<file path="src/rtl/router_pkg.sv">
// Shared types and constants for the router link: flit type tags, default
// field widths and the transmitter FSM state encoding.
package router_pkg;

    localparam int ROUTER_ADDR_W = 30;
    localparam int ROUTER_FLIT_W = 32;
    localparam int ROUTER_LEN_W  = 5;

    localparam logic [1:0] FT_HEAD = 2'b01;
    localparam logic [1:0] FT_SRC  = 2'b10;

    typedef enum logic [1:0] {IDLE, HEAD, SRC, BODY} tx_state_t;

endpackage

</file>
<file path="src/rtl/router_flit_fmt.sv">
// Pure combinational packing of head/source flits: type tag in the top two
// bits, zero pad, address in the low bits. Shared with the RX-side checker.
module router_flit_fmt
    import router_pkg::*;
#(
    parameter int ADDR_W = ROUTER_ADDR_W,
    parameter int FLIT_W = ROUTER_FLIT_W
) (
    input  logic [ADDR_W-1:0] i_dst,
    input  logic [ADDR_W-1:0] i_src,
    output logic [FLIT_W-1:0] o_head,
    output logic [FLIT_W-1:0] o_src
);

    // Field-by-field assignment avoids a zero-width replication when FLIT_W == ADDR_W+2.
    always_comb begin
        o_head                  = '0;
        o_head[ADDR_W-1:0]      = i_dst;
        o_head[FLIT_W-1 -: 2]   = FT_HEAD;
        o_src                   = '0;
        o_src[ADDR_W-1:0]       = i_src;
        o_src[FLIT_W-1 -: 2]    = FT_SRC;
    end

endmodule

</file>
<file path="src/rtl/router_pkt_tx.sv">
// Packet transmitter: serialises a descriptor into HEAD, SRC and LEN payload
// flits on a valid/ready link; payload words pass straight through in BODY.
module router_pkt_tx
    import router_pkg::*;
#(
    parameter int ADDR_W = ROUTER_ADDR_W,
    parameter int FLIT_W = ROUTER_FLIT_W,
    parameter int LEN_W  = ROUTER_LEN_W
) (
    input  logic              clk,
    input  logic              rst_n,
    input  logic              req_valid,
    output logic              req_ready,
    input  logic [ADDR_W-1:0] req_dst,
    input  logic [ADDR_W-1:0] req_src,
    input  logic [LEN_W-1:0]  req_len,
    input  logic              pl_valid,
    output logic              pl_ready,
    input  logic [FLIT_W-1:0] pl_data,
    output logic              tx_valid,
    input  logic              tx_ready,
    output logic [FLIT_W-1:0] tx_data,
    output logic              tx_last,
    output logic              busy
);

    localparam logic [LEN_W-1:0] LEN_ONE = {{(LEN_W-1){1'b0}}, 1'b1};

    tx_state_t         r_state;
    tx_state_t         w_state_nxt;
    logic [ADDR_W-1:0] r_dst;
    logic [ADDR_W-1:0] r_src;
    logic [LEN_W-1:0]  r_len;
    logic [LEN_W-1:0]  r_rem;
    logic [FLIT_W-1:0] w_head_flit;
    logic [FLIT_W-1:0] w_src_flit;
    logic              w_req_hs;
    logic              w_pl_hs;

    router_flit_fmt #(
        .ADDR_W (ADDR_W),
        .FLIT_W (FLIT_W)
    ) u_fmt (
        .i_dst  (r_dst),
        .i_src  (r_src),
        .o_head (w_head_flit),
        .o_src  (w_src_flit)
    );

    assign w_req_hs = req_valid && req_ready;
    assign w_pl_hs  = (r_state == BODY) && pl_valid && tx_ready;
    assign busy     = (r_state != IDLE);

    always_ff @(posedge clk or negedge rst_n) begin
        if (!rst_n) begin
            r_state <= IDLE;
            r_dst   <= '0;
            r_src   <= '0;
            r_len   <= '0;
            r_rem   <= '0;
        end else begin
            r_state <= w_state_nxt;
            if (w_req_hs) begin
                r_dst <= req_dst;
                r_src <= req_src;
                r_len <= req_len;
                r_rem <= req_len;
            end else if (w_pl_hs) begin
                r_rem <= r_rem - LEN_ONE;
            end
        end
    end

    always_comb begin
        w_state_nxt = r_state;
        req_ready   = 1'b0;
        tx_valid    = 1'b0;
        tx_data     = '0;
        tx_last     = 1'b0;
        pl_ready    = 1'b0;
        unique case (r_state)
            IDLE: begin
                req_ready = 1'b1;
                if (req_valid) w_state_nxt = HEAD;
            end
            HEAD: begin
                tx_valid = 1'b1;
                tx_data  = w_head_flit;
                if (tx_ready) w_state_nxt = SRC;
            end
            SRC: begin
                tx_valid = 1'b1;
                tx_data  = w_src_flit;
                tx_last  = (r_len == '0);
                if (tx_ready) w_state_nxt = (r_len == '0) ? IDLE : BODY;
            end
            BODY: begin
                // No buffering: link stability in BODY is inherited from the payload source.
                tx_valid = pl_valid;
                tx_data  = pl_data;
                pl_ready = tx_ready;
                tx_last  = (r_rem == LEN_ONE);
                if (w_pl_hs && (r_rem == LEN_ONE)) w_state_nxt = IDLE;
            end
            default: w_state_nxt = IDLE;
        endcase
    end

endmodule

</file>
<file path="config.mk">
export PLATFORM = sky130hd
export DESIGN_NAME = router_pkt_tx
export DESIGN_NICKNAME = d
export VERILOG_FILES = /design/src/rtl/router_pkg.sv /design/src/rtl/router_flit_fmt.sv /design/src/rtl/router_pkt_tx.sv
export SDC_FILE = /design/constraint.sdc
export NUM_CORES = 1
export LEC_CHECK = 0
export CAP_MARGIN = 5
export CORE_ASPECT_RATIO = 1.75
export CORE_UTILIZATION = 50
export CTS_BUF_LIST = sky130_fd_sc_hd__clkbuf_16
export DETAILED_ROUTE_END_ITERATION = 16
export DONT_BUFFER_PORTS = 1
export GPL_ROUTABILITY_DRIVEN = 0
export HOLD_SLACK_MARGIN = 0.05
export PLACE_DENSITY_LB_ADDON = 0.25
export SYNTH_ARGS = -nofsm -noshare
export SYNTH_HDL_FRONTEND = slang
export SYNTH_HIERARCHICAL = 1
export SYNTH_SLANG_ARGS = --single-unit
</file>
<file path="constraint.sdc">
create_clock -name clk -period 2.6 [get_ports clk]
set_input_delay 0.26 -clock clk [delete_from_list [all_inputs] [get_ports clk]]
set_output_delay 0.26 -clock clk [all_outputs]
set_load 0.05 [all_outputs]
</file>
==> impl_results.md <==
- Status: complete, no violations
- H-tree depth: 3
- Number of max-cap violations: 0
- Port bufs: 0
- CTS Sinks: 72
- I/O pin total: 139
- CTS tree: yes
- Crit start category: flip-flop
- Final Setup Violations: 0
- RSZ-0062 raised after global routing: no
- DRT met1 WL: between 4000 and 5000 um
- Pins Over Slew Limit: 0
- Dpl hpwl: 6105 um
- Met2 wire len: 5435 um
- Setup TNS: 0 ps
- Post-Syn Instances: about 480
- Synthesized area per cell: ~8.3 um^2
- Detailed Routing Iterations Pass 1: 5
- Synth unique cells: 28
- Initial DRC count: 395
- PwrDens: 1561 nW/um^2
- Die height: 119.3 um
- Period utilization: 89.16%
- YS warnings: 6
- Crit path kind: flip-flop to primary output
- Final Worst Setup Slack: around 280 ps
- Initial Utilization: 51.98%
- First-pass GRT wire length: 16,240 um
- Root Buffer: clkbuf_16
- Max clock buf depth: 2
- Largest net degree at the start of global routing: 73
- Share of cells above drive strength 1: a little over an eighth
- Standard-cell row count: 42
- DR WL/cell: 17.16 um
- Final Non-Filler Cells: 594
- Core area: 7567 um^2
- Hold Crit Class: input pin to flip-flop
- CTS buffer count: 9
- GRT Util Overall: 25.16%
- Pwr Total: 7.537 mW
- Global route total overflow: 0
- Period minus WS final: 2318 ps
- Post-synthesis sequential area ratio: a little under half
- Vias in the first global route: roughly 3.4k
- Initial antenna violation count: 0
- Setup crit end kind: primary output
- Routed WL: 10,190 um
- Layout area overhead: 22.74%
- Top sig layer: met4
- CTS-repair resized insts: 0
- Vias after detailed routing: 3,284
- Final nets: 610
- Worst-case clock skew: between 3 and 4 ps
- Worst vdd ir: 1.100 mV
- Hold Violations, Final: 0
- Worst EP arrival: 2060 ps
- Inserted Diodes: 0
- DIE WIDTH: 69.05 um
- Cell Area, Synth: about 3900 um^2
- Remaining DRCs: 0
- Synthesized flop and latch total: 72
- Post-CTS Setup Bufs: 0
- Clock Latency Late Sink: 340 ps
- Vias per std cell: 5.529
- Cells after DPL: about 520
- Area of the die: 8240 um^2
- Pre-CTS WS: roughly 540 ps
- Max FO, Critical Path: 35
- DRT antenna net count: 0
- Clock transition at path regs: ~50 ps
- Worst path required time: 2340 ps
- Max Fclk: 0.4314 GHz
- Leak: 2.448 nW
- Metal3 WL: 496 um
==> worst max-delay path, stage by stage (launching register included) <==
cell,delay [ps]
dfrtp_1,420
inv_1,110
ha_1,200
buf_4,260
a222oi_1,430
nor2_1,90
buf_4,200
==> layer usage <==
layer / vias to the layer above / global-route usage (%)
met3: 18 / 4.315
met5: - / 0
met2: 129 / 45.45
met1: 1586 / 27.83
met4: 0 / 12.76
li1: 1551 / -
==> logic make-up after synthesis <==
logic type	after synthesis	synth area share (%)
buf+inv	101	16.44
simple gates	243	23.98
xor+xnor	4	0.8907
fa+ha+maj	7	2.226
flops	72	45.80
other cells	2	0.1909
compound gates	46	10.46
==> sequential cells by signal, indices dropped and copies added, names as in the netlist <==
name / cells
r_dst: 30
r_src: 30
r_len: 5
r_rem: 5
r_state: 2
==> Yosys cell counts <==
cell	count	share of area (%)
a222oi_1	32	8.1
buf_2	13	1.7
o21ai_1	1	0.13
nor4_2	1	0.32
a41oi_1	2	0.45
a31o_2	1	0.22
nor4b_2	1	0.38
nor3_1	2	0.25
nor2_1	37	3.5
nand3_1	1	0.13
o21ai_0	3	0.38
a31oi_1	1	0.16
xor2_1	1	0.22
clkbuf_1	15	1.4
a21oi_1	4	0.51
conb_1	2	0.19
inv_1	6	0.57
dfrtp_1	72	46
buf_6	1	0.29
nand2_1	198	19
buf_4	65	12
a32o_1	1	0.25
xnor2_1	3	0.67
buf_1	1	0.095
o22a_1	1	0.22
ha_1	7	2.2
nand4_1	1	0.16
and2_1	2	0.32
==> cell usage in the layout (no fill, tap or decap), types with 2 or more instances in the layout <==
cell / count
nand2_1: 197
dfrtp_1: 72
dlygate4sd3_1: 62
buf_4: 43
nor2_1: 37
a222oi_1: 32
clkbuf_16: 9
inv_1: 7
ha_1: 6
bufinv_16: 5
a21oi_1: 4
conb_1: 4
xnor2_1: 3
o21ai_0: 3
nor3_1: 2
a41oi_1: 2
buf_12: 2
==> repair_timing <==
item / in CTS / in global routing
hold endpoints to repair: 133 / 0
setup endpoints to repair: 0 / 0
hold buffers: 63 / 0
==> final cells by class <==
class	count	area (um^2)
sequential	72	1802
clock inverter	7	158.9
tap	88	110.1
fill	642	2739
timing repair buffer	108	1011
multi-input combinational	304	1499
clock buffer	9	225.2
inverter	6	22.52
==> power breakdown <==
| group | switching [mW] | internal [mW] | total (mW) |
|---|---|---|---|
| clock network | 0.467 | 1.13 | 1.59 |
| logic | 2.71 | 1.25 | 3.96 |
| registers | 0.334 | 1.65 | 1.99 |
==> worst paths after layout <==
| path | startpoint | to | slack (ps) | depth (start not counted) |
|---|---|---|---|---|
| max | r_state[0]$_DFFE_PN0P_ | tx_data[11] | 280 | 6 |
| min | req_len[4] | r_len[4]$_DFFE_PN0P_ | 50 | 2 |
| max reg2reg | r_state[0]$_DFFE_PN0P_ | r_state[1]$_DFFE_PN0P_ | 530 | 6 |
| min reg2reg | r_dst[1]$_DFFE_PN0P_ | r_dst[1]$_DFFE_PN0P_ | 480 | 2 |
| max in group asynchronous | rst_n | r_len[0]$_DFFE_PN0P_ | 1830 | 2 |
| min in group asynchronous | rst_n | r_dst[6]$_DFFE_PN0P_ | 470 | 2 |
==> metrics by stage <==
stage	hold slack [ps]	utilization, %	instance area [um^2]
after floorplan	-35.59	-	3941
after global placement	-33.69	50.17	3796
after detailed placement	-34.49	50.17	3796
after CTS	50.49	63.81	4828
after global routing	67.09	63.81	4828
final	54.92	63.81	4828
(Power assumes the default switching activity.)
